`config.mk`:
```
export PLATFORM = sky130hd
export DESIGN_NAME = crack_scheduler
export DESIGN_NICKNAME = d
export VERILOG_FILES = /design/src/rtl/crack_scheduler.sv
export SDC_FILE = /design/constraint.sdc
export NUM_CORES = 1
export LEC_CHECK = 0
export BUFFER_PORTS_ARGS = -buffer_cell sky130_fd_sc_hd__buf_2
export CAP_MARGIN = 0
export CORE_MARGIN = 2
export CORE_UTILIZATION = 42
export DETAILED_ROUTE_END_ITERATION = 16
export GPL_ROUTABILITY_DRIVEN = 0
export PLACE_DENSITY_LB_ADDON = 0.05
export SLEW_MARGIN = 30
export SYNTH_ARGS = -nofsm -noshare
export SYNTH_HDL_FRONTEND = slang
export SYNTH_SLANG_ARGS = --single-unit
```
`constraint.sdc`:
```
create_clock -name clk -period 2.5 [get_ports clk]
set_input_delay 0.125 -clock clk [delete_from_list [all_inputs] [get_ports clk]]
set_output_delay 0.125 -clock clk [all_outputs]
set_load 0.005 [all_outputs]
```
`src/rtl/crack_scheduler.sv`:
```
// crack_scheduler: hands fixed-size keyspace chunks to NUM_CORES crack engines and reports the first key found
//   clk, rst_n             clock, asynchronous active-low reset
//   en / rdy               start request, accepted while idle (rdy=1)
//   key / key_valid        first recovered key; key_valid=0 means exhausted or never run
//   core_en                one-cycle start pulse per core (combinational, with core_base valid alongside)
//   core_base              24-bit chunk base per core, held while that core is busy
//   core_rdy/found/key     per-core idle flag, found flag and found key
module crack_scheduler #(
    parameter int NUM_CORES  = 2,
    parameter int CHUNK_LOG2 = 12
) (
    input  logic                    clk,
    input  logic                    rst_n,
    input  logic                    en,
    output logic                    rdy,
    output logic [23:0]             key,
    output logic                    key_valid,
    output logic [NUM_CORES-1:0]    core_en,
    output logic [24*NUM_CORES-1:0] core_base,
    input  logic [NUM_CORES-1:0]    core_rdy,
    input  logic [NUM_CORES-1:0]    core_found,
    input  logic [24*NUM_CORES-1:0] core_key
);
    typedef enum logic [1:0] {IDLE, DISPATCH, DRAIN, DONE} state_t;
    state_t                  state_q, state_d;
    logic [NUM_CORES-1:0]    busy_q, busy_d, en_prev_q, done_c;
    logic [24*NUM_CORES-1:0] base_q, base_d;
    logic [24:0]             next_base_q, next_base_d;
    logic [23:0]             key_q, key_d;
    logic                    found_q, found_d, key_valid_q, key_valid_d, hit, sel;

    // a core's rdy is not trusted in the cycle right after its start pulse
    assign done_c    = busy_q & core_rdy & ~en_prev_q;
    assign rdy       = state_q == IDLE;
    assign key       = key_q;
    assign key_valid = key_valid_q;
    // the base must be visible in the same cycle as the pulse, so expose the next value
    assign core_base = base_d;

    always_comb begin
        state_d     = state_q;
        busy_d      = busy_q;
        base_d      = base_q;
        next_base_d = next_base_q;
        key_d       = key_q;
        found_d     = found_q;
        key_valid_d = key_valid_q;
        core_en     = '0;
        hit         = 1'b0;
        sel         = 1'b0;
        case (state_q)
            IDLE: if (en) begin
                next_base_d = '0;
                found_d     = 1'b0;
                key_valid_d = 1'b0;
                busy_d      = '0;
                state_d     = DISPATCH;
            end
            DISPATCH: begin
                busy_d = busy_q & ~done_c;
                for (int i = 0; i < NUM_CORES; i++)
                    if (done_c[i] && core_found[i] && !hit) begin
                        hit   = 1'b1;
                        key_d = core_key[24*i +: 24];
                    end
                if (hit) begin
                    found_d = 1'b1;
                    state_d = DRAIN;
                end else if (next_base_q[24]) begin
                    state_d = DRAIN;
                end else begin
                    // a core completing this cycle still has busy_q set, so it waits one cycle
                    for (int i = 0; i < NUM_CORES; i++)
                        if (!busy_q[i] && core_rdy[i] && !sel) begin
                            sel                 = 1'b1;
                            core_en[i]          = 1'b1;
                            base_d[24*i +: 24]  = next_base_q[23:0];
                            busy_d[i]           = 1'b1;
                            next_base_d         = next_base_q + (25'd1 << CHUNK_LOG2);
                        end
                end
            end
            DRAIN: begin
                busy_d  = busy_q & ~done_c;
                state_d = busy_q == '0 ? DONE : DRAIN;
            end
            DONE: begin
                key_valid_d = found_q;
                state_d     = IDLE;
            end
            default: state_d = IDLE;
        endcase
    end

    always_ff @(posedge clk or negedge rst_n) begin
        if (!rst_n) begin
            state_q     <= IDLE;
            busy_q      <= '0;
            en_prev_q   <= '0;
            base_q      <= '0;
            next_base_q <= '0;
            key_q       <= '0;
            found_q     <= 1'b0;
            key_valid_q <= 1'b0;
        end else begin
            state_q     <= state_d;
            busy_q      <= busy_d;
            en_prev_q   <= core_en;
            base_q      <= base_d;
            next_base_q <= next_base_d;
            key_q       <= key_d;
            found_q     <= found_d;
            key_valid_q <= key_valid_d;
        end
    end
endmodule

```
==> results.toml, run 1 <==
[synth]
synth.avg_cell_area_um2 = 11.9
ys_warn_count = 0
synth_top_area_share_pct = 57.5
synth_commonest_cells = "93 x dfrtp_1, 35 x o21ai_0, 31 x nand2_1"
synth.area.top_cells = "dfrtp_1 58%, mux2i_1 6.2%, mux2_2 5.3%"
ys.flop_type = "dfrtp_1"
synth_edf_count = 0
syn-cell-area_um2 = 4050
synth_top_cell_by_area = "dfrtp_1"
ys_types = 43
synth-seq-area-share_pct = 57.5
async_reset_ff_share_pct = 100
synth_cells = 341
synth_seq_cells = 93
syn_nets = 401
synth.most_common_cell = "dfrtp_1"

[floorplan]
rows = 35
core_um2 = 9280
die_h_um = 102
die-area_um2 = 10400
io_pins = 131
initial_utilization_pct = 43.6
die_x_um = 102

[routing]
drt_drc_violations_left = 0
dr.first_iter.drc_count = 90
met2_length_mm = 3.76
wl_met3_um = 598
drtPass1Iterations = 4
avgRoutedWirePerCell_um = 14.0
met1_length_mm = 4.13
num_vias = 2967
ant_nets = 0
routed_wl_mm = 8.58
routed_via_density = 4.82
maxUsedRoutingLayer = "met4"

[min_path]
hold_path_startpoint = "en"
hold_class = "in2reg"

[timing]
post-route-period-util_pct = 95.0
worst_slack_ps = 125
hold_violations = 0
drv_slew = 0
fmax_ghz = 0.421
clock_skew_ps = 12.3
finalSetupViolations = 0
tightest_slew_ps = 640
max-slew-margin-rel_pct = 57.3
fin_crit_ps = 2380

[critical_path]
slowest_stage = "dfrtp_1"
worstPathMaxFanout = 16
path_class = "reg2out"
reg2reg_from = "busy_q[1]"
ff2ff_setup_slack_ps = 490
cp.arrival_ps = 2250
crit_family = "simple AND/OR/NAND/NOR gates"
crit_start = "state_q[1]"
crit_required_ps = 2380
max_stage_delay_ps = 420
worst_setup_path_start_kind = "flop"
worstPathCellList = "inv_2 -> ha_4 -> nand2b_4 -> nor3_4 -> nand2_1 -> buf_12 -> mux2_2 -> buf_2"
path_buf_inv = 3
worstSetupEndpointType = "primary output"

[place]
portBuffers = 130
place.detailed.hpwl_mm = 6.08
post-place-ws_ps = 339

[grt]
gr-usage-all-layers_pct = 16.8
grt_pass1_wl_mm = 13.7
grt_pass1_vias = 2812
antenna_found_initial = 0
grt_max_degree = 50
overflow = 0

[final_layout]
drive_above_1_share_pct = 39.9
antennaDiodeCount = 0
syn_to_final_growth_pct = 28.0
final_nets = 541

[cts]
clk_pin_slew_ps = 80
cts_tree = "yes"
clk_latency_ps = 350
clkSinkCount = 93
cts_made_buffers = 9
cts_max_path_buffers = 2
h-tree-depth = 3
cts-root-buf = "clkbuf_8"

[run_status]
status = "complete, no violations"

[pwr]
max-vdd-ir-drop_uv = 393
leakagePower_uw = 0.00286
power_uw = 4580
power_density_nw_per_um2 = 885

[run]
max_cap_viol_count = 0
==> layout make-up <==
type                            instances  area [um^2]
Inverter                               13         48.8
Sequential cell                        93         2330
Fill cell                             870         4110
Clock inverter                          5         82.6
Multi-Input combinational cell        218         1600
Clock buffer                           11          141
Timing Repair Buffer                  146          812
Tap cell                              129          161
==> worst min-delay path, delay by kind of cell <==
family	cells	cell delay [ps]
buf+inv	1	110
compound gates	2	140
==> kinds of logic after synthesis <==
family	Yosys count	share of synthesized area (%)
AND/OR/NAND/NOR	100	14.0
flip-flops	93	57.5
AO/OA/AOI/OAI	63	10.2
multiplexers	50	13.1
buffers and inverters	30	3.59
adder cells (fa/ha/maj)	5	1.55
==> what timing repair did <==
| action | in CTS | in global routing |
|---|---|---|
| hold buffers | 1 | 0 |
| resized for setup | 4 | 4 |
| hold endpoints to repair | 47 | 0 |
| pin swaps | 0 | 1 |
| buffers inserted | 0 | 6 |
| endpoints found under the setup margin | 24 | 25 |
==> layout by cell type, fill, tap and decap left out, types with 10 or more instances in the layout <==
cell type / instances
and2_1: 13
buf_2: 129
buf_4: 12
clkbuf_8: 10
dfrtp_1: 93
inv_1: 12
mux2_2: 19
mux2i_1: 25
nand2_1: 31
nand3_1: 11
nor2b_1: 16
o21ai_0: 34
==> through the flow <==
| step | cell area (um^2) | cells | hold WS (ps) | utilization (%) | setup TNS (ps) |
|---|---|---|---|---|---|
| after global placement | 4860 | 592 | 178 | 52.3 | 0 |
| after CTS | 5110 | 609 | 46.8 | 55.1 | 0 |
| final | 5180 | 615 | 63.6 | 55.8 | 0 |
| after global routing | 5180 | 615 | 65.3 | 55.8 | -29.9 |
| after floorplan | 4050 | 341 | -171 | - | 0 |
| after detailed placement | 4860 | 592 | 176 | 52.3 | 0 |
==> registers in the layout, indices dropped and copies added, names as in the netlist <==
name	flops
base_q	48
busy_q	2
en_prev_q	2
found_q	1
key	24
key_valid	1
next_base_q	13
state_q	2
==> per-layer routing <==
layer / vias to the layer above / global-route usage [%]
met5: - / 0
met1: 1383 / 23.1
met2: 93 / 26.0
li1: 1482 / -
met3: 9 / 4.86
met4: 0 / 5.33
==> power by group <==
| part | total [uW] | internal, uW | switching, uW |
|---|---|---|---|
| registers | 2030 | 1820 | 211 |
| logic | 1440 | 691 | 745 |
| clock network | 1110 | 595 | 515 |
| total | 4580 | 3110 | 1470 |
==> final timing paths <==
kind	to	cells after the start
worst max-delay path	core_base[17]	8
worst min-delay path	key_valid	3
worst max register to register	next_base_q[12]	4
worst min register to register	key[16]	2
max in group asynchronous	base_q[43]	3
min in group asynchronous	key[8]	2
Note: power is estimated with default switching activity, not from simulation.
==> run 2, diff against run 1 <==
--- a/config.mk
+++ b/config.mk
@@ -12,7 +12,7 @@
 export DETAILED_ROUTE_END_ITERATION = 16
 export GPL_ROUTABILITY_DRIVEN = 0
 export PLACE_DENSITY_LB_ADDON = 0.05
-export SLEW_MARGIN = 30
+export SLEW_MARGIN = 20
 export SYNTH_ARGS = -nofsm -noshare
 export SYNTH_HDL_FRONTEND = slang
 export SYNTH_SLANG_ARGS = --single-unit
==> constraint.sdc (replaced) <==
create_clock -name clk -period 2.5 [get_ports clk]
set_input_delay 0.125 -clock clk [delete_from_list [all_inputs] [get_ports clk]]
set_output_delay 0.125 -clock clk [all_outputs]
set_load 0.02 [all_outputs]
==> run 2 against run 1 <==
Sequential share of layout area fell by 0.18 points. Via count increased by 1.0%. Fmax about the same. Die area unchanged. Core utilization grew 0.23 points. Sequential power hardly changed. Clock skew fell by 2.6 ps. Critical endpoint is now core_base[41]. Clock-buffer cell count shrank 1. Cell count up 0.33%. Hold slack lost 7.1 ps. Register-to-register slack improved by 20 ps. Cell area grew 0.41%.
==> results.toml, run 2 (same netlist as run 1, synthesis figures left out) <==
[run_status]
status = "complete, no violations"

[timing]
post-route-period-util_pct = 95.0
clock_skew_ps = 9.62
fin_crit_ps = 2380
max-slew-margin-rel_pct = 58.3
fmax_ghz = 0.421
tns_ps = 0
hold_violations = 0
drv_slew = 0
tightest_slew_ps = 625
finalSetupViolations = 0
rsz0062_at_grt = "no"
worst_slack_ps = 124

[final_layout]
syn_to_final_growth_pct = 28.5
final_cell_mix = "128 x buf_2, 93 x dfrtp_1, 34 x o21ai_0, 31 x nand2_1, 25 x mux2i_1"
antennaDiodeCount = 0
final_cells = 617
final_area_um2 = 5200
nFillCells = 871
largest_register_ffs = 48
final_nets = 543
drive_above_1_share_pct = 40.2
final_common_cell = "buf_2"
regMostFlops = "base_q"

[cts]
clk_latency_ps = 350
h-tree-depth = 3
clkSinkCount = 93
clk_pin_slew_ps = 90
cts_max_path_buffers = 2
cts_made_buffers = 9
cts_tree = "yes"
cts-root-buf = "clkbuf_8"

[pwr]
p_clk_share_pct = 24.0
internal_power_uw = 3190
seqPwrFrac_pct = 40.8
leakagePower_uw = 0.00287
pwr-share-comb_pct = 35.2
max-vdd-ir-drop_uv = 491
power_density_nw_per_um2 = 961
p_sw_uw = 1800
power_uw = 4990
swShare_pct = 36.0

[floorplan]
initial_utilization_pct = 43.6
core_um2 = 9280
die_h_um = 102
die_x_um = 102
rows = 35
io_pins = 131
die-area_um2 = 10400

[routing]
drt_drc_violations_left = 0
ant_nets = 0
routed_via_density = 4.86
avgRoutedWirePerCell_um = 14.3
num_vias = 2998
dr.first_iter.drc_count = 101
routed_wl_mm = 8.81
drtPass1Iterations = 4

[critical_path]
max_stage_delay_ps = 420
ff2ff_setup_slack_ps = 510
path_class = "reg2out"
r2r-end = "next_base_q[17]"
path_buf_inv = 2
crit_required_ps = 2380
worst_setup_path_start_kind = "flop"
crit_start = "busy_q[0]"
crit_family = "simple AND/OR/NAND/NOR gates"
slowest_stage = "dfrtp_1"
cp.arrival_ps = 2250
critPathCapture = "core_base[41]"
reg2regPathDepth = 4
worstSetupEndpointType = "primary output"
reg2reg_from = "busy_q[1]"
crit_cells = 6
worstPathMaxFanout = 5
worstPathCellList = "and4b_4 -> nor3_4 -> nor3b_4 -> buf_6 -> mux2_1 -> buf_2"

[min_path]
hold_class = "in2reg"
min_path_cells = 3

[grt]
grt_pass1_vias = 2817
grt_pass1_wl_mm = 13.9
antenna_found_initial = 0
gr-usage-all-layers_pct = 17.1
grt_max_degree = 50
overflow = 0

[place]
placed_area_um2 = 4850
portBuffers = 130
place.detailed.hpwl_mm = 6.19
placed_cells = 593
post-place-ws_ps = 298

[run]
max_cap_viol_count = 0
==> run 2: cell count changes in the layout (fill, tap and decap cells not counted) <==
cell	delta
clkinv_2	-1
clkbuf_8	-1
buf_2	-1
bufinv_16	+1
buf_4	+4
buf_8	-1
inv_6	+1
buf_12	-1
buf_6	+1
==> run 2: stage by stage <==
step / hold slack, ps / util, %
after floorplan: -171 / -
after global placement: 176 / 52.3
after detailed placement: 180 / 52.3
after CTS: 43.0 / 55.4
after global routing: 64.8 / 56.0
final: 56.5 / 56.0
==> run 2: layout make-up <==
type,count,area [um^2],area share (%)
multi-input cells,218,1600,30.8
well taps,129,161,3.11
clock buffers,10,128,2.46
inverters,13,48.8,0.939
clock inverters,6,116,2.24
repair buffers,148,813,15.6
flip-flops and latches,93,2330,44.8
==> run 2: how the worst min path moves through the flow <==
stage / from / endpoint / slack (ps)
2_1_floorplan: rst_n / base_q[0] / -170
3_3_place_gp: rst_n / key[17] / 180
3_5_place_dp: rst_n / key[17] / 180
4_1_cts: core_key[32] / key[8] / 40
5_1_grt: core_key[8] / key[8] / 60
6_report: core_key[32] / key[8] / 60
==> run 2: per-layer routing <==
| layer | vias up | part of all wire [%] | track usage (%) |
|---|---|---|---|
| met5 | - | 0 | 0 |
| met4 | 0 | 0.81 | 5.23 |
| met3 | 6 | 6.3 | 4.24 |
| met2 | 92 | 45 | 26.4 |
| met1 | 1411 | 48 | 24.1 |
| li1 | 1489 | - | - |
==> run 2: power groups by stage <==
stage                     registers [uW]  clock network [uW]  logic (uW)
after floorplan                     2180                   0         990
after global placement              2050                   0        1670
after detailed placement            2070                   0        1680
after CTS                           2040                1240        1720
after global routing                2090                1290        1930
final                               2040                1200        1760
==> run 2: repair_timing <==
item / in CTS / in global routing
gates resized for setup: 3 / 7
pin swaps: 1 / 1
endpoints found under the hold margin: 46 / 0
gates cloned: 0 / 1
buffers inserted: 3 / 3
hold buffers: 1 / 0
endpoints found under the setup margin: 12 / 25
==> run 2: worst register-to-register path, cell delays in order, from the launching register on <==
cell	delay [ps]
dfrtp_1	410
or2b_4	300
a2111oi_4	650
o2bb2ai_2	340
a31oi_1	160
